--- src/rtl/rv32i_pkg.sv ---
// RV32I shared definitions: opcodes, ALU operation codes, NOP encoding,
// and the funct3-to-ALU-op helper used by the decoder.
package rv32i_pkg;

   // Base opcodes (instr[6:0])
   localparam logic [6:0] OP     = 7'b0110011;
   localparam logic [6:0] OP_IMM = 7'b0010011;
   localparam logic [6:0] LOAD   = 7'b0000011;
   localparam logic [6:0] STORE  = 7'b0100011;
   localparam logic [6:0] BRANCH = 7'b1100011;
   localparam logic [6:0] JAL    = 7'b1101111;
   localparam logic [6:0] JALR   = 7'b1100111;
   localparam logic [6:0] LUI    = 7'b0110111;
   localparam logic [6:0] AUIPC  = 7'b0010111;
   localparam logic [6:0] FENCE  = 7'b0001111;
   localparam logic [6:0] SYSTEM = 7'b1110011;

   localparam logic [31:0] NOP = 32'h0000_0013;

   typedef enum logic [3:0] {
      ALU_ADD   = 4'd0,
      ALU_SUB   = 4'd1,
      ALU_SLL   = 4'd2,
      ALU_SLT   = 4'd3,
      ALU_SLTU  = 4'd4,
      ALU_XOR   = 4'd5,
      ALU_SRL   = 4'd6,
      ALU_SRA   = 4'd7,
      ALU_OR    = 4'd8,
      ALU_AND   = 4'd9,
      ALU_PASSB = 4'd10
   } alu_op_e;

   // ID/EX pipeline register contents
   typedef struct packed {
      logic          valid;
      logic [31:0]   pc;
      logic [4:0]    rs1;
      logic [4:0]    rs2;
      logic [4:0]    rd;
      logic [31:0]   rs1_data;
      logic [31:0]   rs2_data;
      logic [31:0]   imm;
      alu_op_e       alu_op;
      logic          alu_src_imm;
      logic          alu_src_pc;
      logic [2:0]    funct3;
      logic          reg_we;
      logic          mem_re;
      logic          mem_we;
      logic          branch;
      logic          jal;
      logic          jalr;
      logic          illegal;
   } idex_t;

   // alt selects SUB over ADD and SRA over SRL (instr[30]); the caller
   // decides whether alt is meaningful for funct3=000.
   function automatic alu_op_e alu_from_funct3(input logic [2:0] f3, input logic alt);
      alu_op_e op;
      case (f3)
         3'b000:  op = alt ? ALU_SUB : ALU_ADD;
         3'b001:  op = ALU_SLL;
         3'b010:  op = ALU_SLT;
         3'b011:  op = ALU_SLTU;
         3'b100:  op = ALU_XOR;
         3'b101:  op = alt ? ALU_SRA : ALU_SRL;
         3'b110:  op = ALU_OR;
         default: op = ALU_AND;
      endcase
      return op;
   endfunction

endpackage

--- src/rtl/regfile_2r1w.sv ---
// 32x32 integer register file, 2 combinational read ports, 1 write port.
// x0 reads as zero and ignores writes; all entries clear on reset.
// Optional macro ID_WB_BYPASS_EN: a read of the register being written in
// the same cycle returns the incoming write data.
module regfile_2r1w
   import rv32i_pkg::*;
(
   input  logic        clk,
   input  logic        reset,
   input  logic [4:0]  raddr1,
   input  logic [4:0]  raddr2,
   output logic [31:0] rdata1,
   output logic [31:0] rdata2,
   input  logic        we,
   input  logic [4:0]  waddr,
   input  logic [31:0] wdata
);

   logic [31:0][31:0] regs;
   logic              wr_live;

   assign wr_live = we && (waddr != 5'd0);

   // Write port; x0 is never written so it stays at its reset value of 0
   always_ff @(posedge clk or posedge reset) begin
      if (reset) regs <= '0;
      else if (wr_live) regs[waddr] <= wdata;
   end

   function automatic logic [31:0] rd_port(input logic [4:0] a);
      logic [31:0] v;
      if (a == 5'd0) v = 32'h0;
`ifdef ID_WB_BYPASS_EN
      else if (wr_live && (a == waddr)) v = wdata;
`endif
      else v = regs[a];
      return v;
   endfunction

   // Read ports
   always_comb begin
      rdata1 = rd_port(raddr1);
      rdata2 = rd_port(raddr2);
   end

endmodule

--- src/rtl/id_stage.sv ---
// RV32I instruction decode stage: combinational decode of the fetched word,
// register-file read, immediate generation, and the ID/EX register with
// flush/stall handling. Optional macro ID_WB_BYPASS_EN (in regfile_2r1w)
// forwards same-cycle writeback data to the operand reads.
module id_stage
   import rv32i_pkg::*;
#(
   parameter logic [31:0] RESET_PC = 32'h0000_0000
)(
   input  logic        clk,
   input  logic        reset,
   input  logic        if_valid,
   input  logic [31:0] if_pc,
   input  logic [31:0] if_instr,
   input  logic        stall,
   input  logic        flush,
   input  logic        wb_we,
   input  logic [4:0]  wb_rd,
   input  logic [31:0] wb_data,
   output logic        id_valid,
   output logic [31:0] id_pc,
   output logic [4:0]  id_rs1,
   output logic [4:0]  id_rs2,
   output logic [4:0]  id_rd,
   output logic [31:0] id_rs1_data,
   output logic [31:0] id_rs2_data,
   output logic [31:0] id_imm,
   output logic [3:0]  id_alu_op,
   output logic        id_alu_src_imm,
   output logic        id_alu_src_pc,
   output logic [2:0]  id_funct3,
   output logic        id_reg_we,
   output logic        id_mem_re,
   output logic        id_mem_we,
   output logic        id_branch,
   output logic        id_jal,
   output logic        id_jalr,
   output logic        id_illegal
);

   logic [31:0] rd1, rd2;
   idex_t       dec, idex;

   regfile_2r1w u_rf (
      .clk    (clk),
      .reset  (reset),
      .raddr1 (if_instr[19:15]),
      .raddr2 (if_instr[24:20]),
      .rdata1 (rd1),
      .rdata2 (rd2),
      .we     (wb_we),
      .waddr  (wb_rd),
      .wdata  (wb_data)
   );

   logic [6:0]  opcode, f7;
   logic [2:0]  f3;
   logic [31:0] imm_i, imm_s, imm_b, imm_u, imm_j;

   assign opcode = if_instr[6:0];
   assign f3     = if_instr[14:12];
   assign f7     = if_instr[31:25];
   assign imm_i  = {{20{if_instr[31]}}, if_instr[31:20]};
   assign imm_s  = {{20{if_instr[31]}}, if_instr[31:25], if_instr[11:7]};
   assign imm_b  = {{19{if_instr[31]}}, if_instr[31], if_instr[7], if_instr[30:25], if_instr[11:8], 1'b0};
   assign imm_u  = {if_instr[31:12], 12'h000};
   assign imm_j  = {{11{if_instr[31]}}, if_instr[31], if_instr[19:12], if_instr[20], if_instr[30:21], 1'b0};

   // Decode the fetched word into a candidate ID/EX entry. Opcodes without
   // an immediate (OP, FENCE, SYSTEM, illegal) carry imm=0.
   always_comb begin
      dec          = '0;
      dec.alu_op   = ALU_ADD;
      dec.valid    = 1'b1;
      dec.pc       = if_pc;
      dec.rs1      = if_instr[19:15];
      dec.rs2      = if_instr[24:20];
      dec.rd       = if_instr[11:7];
      dec.funct3   = f3;
      dec.rs1_data = rd1;
      dec.rs2_data = rd2;
      case (opcode)
         LUI: begin
            dec.imm = imm_u; dec.alu_op = ALU_PASSB;
            dec.alu_src_imm = 1'b1; dec.reg_we = 1'b1;
         end
         AUIPC: begin
            dec.imm = imm_u; dec.alu_src_pc = 1'b1;
            dec.alu_src_imm = 1'b1; dec.reg_we = 1'b1;
         end
         JAL: begin
            dec.imm = imm_j; dec.alu_src_pc = 1'b1; dec.alu_src_imm = 1'b1;
            dec.reg_we = 1'b1; dec.jal = 1'b1;
         end
         JALR: begin
            dec.imm = imm_i; dec.alu_src_pc = 1'b1; dec.alu_src_imm = 1'b1;
            dec.reg_we = 1'b1; dec.jalr = 1'b1;
         end
         BRANCH: begin
            dec.imm = imm_b; dec.branch = 1'b1;
         end
         LOAD: begin
            dec.imm = imm_i; dec.alu_src_imm = 1'b1;
            dec.reg_we = 1'b1; dec.mem_re = 1'b1;
         end
         STORE: begin
            dec.imm = imm_s; dec.alu_src_imm = 1'b1; dec.mem_we = 1'b1;
         end
         OP_IMM: begin
            dec.imm = imm_i; dec.alu_src_imm = 1'b1; dec.reg_we = 1'b1;
            // instr[30] only distinguishes SRAI; for ADDI it is immediate data
            dec.alu_op = alu_from_funct3(f3, (f3 == 3'b101) && if_instr[30]);
            dec.illegal = ((f3 == 3'b001) && (f7 != 7'h00)) ||
                          ((f3 == 3'b101) && (f7 != 7'h00) && (f7 != 7'h20));
         end
         OP: begin
            dec.reg_we = 1'b1;
            dec.alu_op = alu_from_funct3(f3, if_instr[30]);
            dec.illegal = !((f7 == 7'h00) ||
                            ((f7 == 7'h20) && ((f3 == 3'b000) || (f3 == 3'b101))));
         end
         FENCE, SYSTEM: ;
         default: dec.illegal = 1'b1;
      endcase
      // An illegal instruction must not change architectural state
      if (dec.illegal) begin
         dec.reg_we = 1'b0;
         dec.mem_re = 1'b0;
         dec.mem_we = 1'b0;
      end
   end

   // ID/EX register: reset > flush > stall (hold, refresh operands) > load
   always_ff @(posedge clk or posedge reset) begin
      if (reset) begin
         idex    <= '0;
         idex.pc <= RESET_PC;
      end else if (flush) begin
         idex <= '0;
      end else if (stall) begin
         if (wb_we && (wb_rd != 5'd0) && (wb_rd == idex.rs1)) idex.rs1_data <= wb_data;
         if (wb_we && (wb_rd != 5'd0) && (wb_rd == idex.rs2)) idex.rs2_data <= wb_data;
      end else if (if_valid) begin
         idex <= dec;
      end else begin
         idex <= '0;
      end
   end

   assign id_valid       = idex.valid;
   assign id_pc          = idex.pc;
   assign id_rs1         = idex.rs1;
   assign id_rs2         = idex.rs2;
   assign id_rd          = idex.rd;
   assign id_rs1_data    = idex.rs1_data;
   assign id_rs2_data    = idex.rs2_data;
   assign id_imm         = idex.imm;
   assign id_alu_op      = idex.alu_op;
   assign id_alu_src_imm = idex.alu_src_imm;
   assign id_alu_src_pc  = idex.alu_src_pc;
   assign id_funct3      = idex.funct3;
   assign id_reg_we      = idex.reg_we;
   assign id_mem_re      = idex.mem_re;
   assign id_mem_we      = idex.mem_we;
   assign id_branch      = idex.branch;
   assign id_jal         = idex.jal;
   assign id_jalr        = idex.jalr;
   assign id_illegal     = idex.illegal;

endmodule

--- config.mk ---
export PLATFORM = sky130hd
export DESIGN_NAME = id_stage
export DESIGN_NICKNAME = d
export VERILOG_FILES = /design/src/rtl/rv32i_pkg.sv /design/src/rtl/regfile_2r1w.sv /design/src/rtl/id_stage.sv
export SDC_FILE = /design/constraint.sdc
export NUM_CORES = 2
export LEC_CHECK = 0
export BUFFER_PORTS_ARGS = -buffer_cell sky130_fd_sc_hd__buf_4
export CORE_MARGIN = 3
export CORE_UTILIZATION = 42
export CTS_BUF_LIST = sky130_fd_sc_hd__clkbuf_4 sky130_fd_sc_hd__clkbuf_8
export DETAILED_ROUTE_END_ITERATION = 8
export PLACE_DENSITY = 0.62
export RECOVER_POWER = 25
export SYNTH_ARGS = -nofsm -noshare
export SYNTH_HDL_FRONTEND = slang
export SYNTH_SLANG_ARGS = --single-unit
--- constraint.sdc ---
create_clock -name clk -period 60.5 [get_ports clk]
set_input_delay 9.075 -clock clk [delete_from_list [all_inputs] [get_ports clk]]
set_output_delay 9.075 -clock clk [all_outputs]
set_load 0.05 [all_outputs]
==> reports/qor.csv <==
metric,value,unit
ys_seq_area_frac,0.478,
avgSynthCellArea,13.7,um^2
path_clk_slew,0.06,ns
avgViaCountPerCell,6.32,
cp.arrival,18.93,ns
vias,42000,
grt_usage,0.267,
worst_r2r_path_depth,5,
synth-main-ff-cell,dfrtp_1,
cts.sinks,1184,
dp_hpwl,107,mm
fin_crit_sh,0.298,
cts_max_path_buffers,3,
drtIter0Drc,3632,
fin_nets,4664,
drt_wl_total,207,mm
start_util,0.424,
setup_tns,0,ns
area_growth_syn_to_layout,11.4,%
vdd.ir_drop.worst,0.0000214,V
ys_types,57,
critPathLaunch,reset,
maxSlewHeadroom,-2.94,
yosysWarnings,0,
timing.rr.start,id_rs1[1],
cts_setup_buffers,0,
slowest_stage,clkinvlp_2,
violations,"max-capacitance violations, max-slew violations",
hold_viol_final,0,
hold_ws,0.397,ns
period_needed,18.01,ns
drcViolationCount,0,
die_w,390,um
root_buffer,clkbuf_8,
rsz0062_at_grt,no,
cp-start-kind,primary input,
critPathCaptureType,async pin,
worst_pin_slew,5.91,ns
cts_tree,built,
core,0.146,mm^2
status,finished with violations,
firstDrtPassIters,5,
synth_edf_count,0,
worstPathBufferInverterCount,8,
fin_area,0.0691,mm^2
die-height,390,um
wl_per_cell,31.1,um
synth_nets,4616,
worstPathCellList,clkbuf_4 -> clkinvlp_2 -> clkbuf_1 -> buf_12 -> buf_12 -> buf_4 -> buf_4 -> buf_4,
cts_resized,0,
critical_path_required,61.41,ns
antenna_found_initial,8,
worstSetupPathDepth,8,
ys_ff_latch,1184,
crit_path_max_fanout,151,
rows,140,
die-area,0.152,mm^2
r2r_slack,58.05,ns
clk_latency,0.94,ns
slew_viol_final,749,
setup_viol,0,
syn-cell-area,0.0620,mm^2
grt_max_degree,172,
powerDensity,32.0,mW/mm^2
p_leak,0.0315,uW
synth_cells,4509,
maxCapViolations,18,
overflow,0,
first_global_vias,42100,
critPathMaxStageDelay,3.17,ns
crit_type,primary input to async pin,
drive_gt1_frac,0.417,
crit_path_frequent_cell,buf_4,
fmax,0.0555,GHz
numCtsBuffers,198,
ios,267,
grt_pass1_wl,299,mm
ant_nets,0,
worstHoldPathType,flop to flop,
worstSetupEndpoint,u_rf.regs[818],
placed_area,0.0649,mm^2
cts_hold_buffers,0,
power,2210,uW
skew,0.0379,ns
h-tree-depth,4,
gp_congestion,0.797,
r2r-end,id_rs1_data[18],
io_buffer_count,266,
async_flop_share,1.00,
crit_family,buffers and inverters,
[per-layer routing]
| metal | up-vias | wire length, um | track usage | share of wire |
|---|---|---|---|---|
| met2 | 1697 | 94400 | 0.416 | 0.46 |
| li1 | 17400 | - | - | - |
| met4 | 0 | 6140 | 0.0873 | 0.030 |
| met1 | 22500 | 90900 | 0.373 | 0.44 |
| met3 | 364 | 15200 | 0.0575 | 0.074 |
| met5 | - | 0 | 0 | 0 |
[layout by cell type (no fill, tap or decap), drive strengths merged, types with 4 or more instances in the layout]
master and n:
dfrtp 1184, mux2 992, mux2i 741, clkbuf 336, buf 329, mux4 212, a22o 193, nand2 109
a221oi 106, a22oi 87, o22ai 54, o32ai 54, nand3 50, o21ai 40, a32o 32, nor2 32
clkinv 29, a21oi 20, a221o 13, inv 13, a41o 11, nor2b 8, diode 7, nor3 7
xnor2 7, clkinvlp 6, nand2b 6, nand3b 5, o31ai 5, nor3b 5, xor2 4
[synth_stat cells, types with 28 or more instances]
library cell | n | area share
dfrtp_1 | 1184 | 0.48
buf_2 | 116 | 0.0094
o32ai_1 | 35 | 0.0049
a22o_1 | 193 | 0.027
buf_1 | 47 | 0.0028
mux4_2 | 212 | 0.077
mux2i_1 | 741 | 0.12
nand3_1 | 50 | 0.0040
nand2_1 | 109 | 0.0066
nor2_1 | 32 | 0.0019
a221oi_1 | 102 | 0.014
a22oi_1 | 87 | 0.011
o21ai_0 | 30 | 0.0024
a32o_1 | 32 | 0.0052
o22ai_1 | 54 | 0.0055
clkbuf_1 | 266 | 0.016
buf_6 | 29 | 0.0053
buf_4 | 28 | 0.0034
mux2_2 | 991 | 0.18
[where the power goes]
| part | internal [uW] | total [uW] | switching [uW] | leakage, uW |
|---|---|---|---|---|
| clock network | 424 | 767 | 343 | 0.00229 |
| logic | 227 | 419 | 192 | 0.0138 |
| registers | 925 | 1020 | 96.5 | 0.0154 |
[how the worst min path moves through the flow]
stage,start,to,depth (start not counted)
5_1_grt,u_rf.regs[20],u_rf.regs[20],0
4_1_cts,u_rf.regs[19],u_rf.regs[19],0
3_5_place_dp,u_rf.regs[14],u_rf.regs[14],0
6_report,u_rf.regs[6],u_rf.regs[6],0
2_1_floorplan,u_rf.regs[0],u_rf.regs[0],1
3_3_place_gp,u_rf.regs[26],u_rf.regs[26],0
[sequential cells by signal (all words and copies together) (netlist names), 3 cells and up]
signal / count
id_alu_op: 4
id_funct3: 3
id_imm: 32
id_pc: 32
id_rd: 5
id_rs1: 5
id_rs1_data: 32
id_rs2: 5
id_rs2_data: 32
u_rf.regs: 1024
[logic make-up after synthesis]
| kind of cell | count (synthesis) | synth area share |
|---|---|---|
| xor gates and xnor gates | 11 | 0.00155 |
| DFF | 1184 | 0.478 |
| buffers and inverters | 509 | 0.0411 |
| and+or+nand+nor | 239 | 0.0186 |
| muxes | 1945 | 0.377 |
| AOI/OAI and AO/OA | 621 | 0.0839 |
[final cells by class]
| class | count | area, um^2 |
|---|---|---|
| antenna | 7 | 17.5 |
| clock buffer | 318 | 3980 |
| clock inverter | 40 | 280 |
| fill | 13000 | 77000 |
| inverter | 10 | 41.3 |
| multi-input combinational | 2816 | 30100 |
| sequential | 1184 | 29600 |
| tap | 1917 | 2400 |
| timing repair buffer | 347 | 2630 |
[through the flow]
stage	std cells	setup slack, ns	util
after floorplan	4509	18.07	-
after global placement	6274	45.69	0.444
after detailed placement	6274	45.63	0.444
after CTS	6632	46.64	0.473
after global routing	6636	40.67	0.473
final	6639	42.49	0.473
Power figures use the tool's default switching activity.
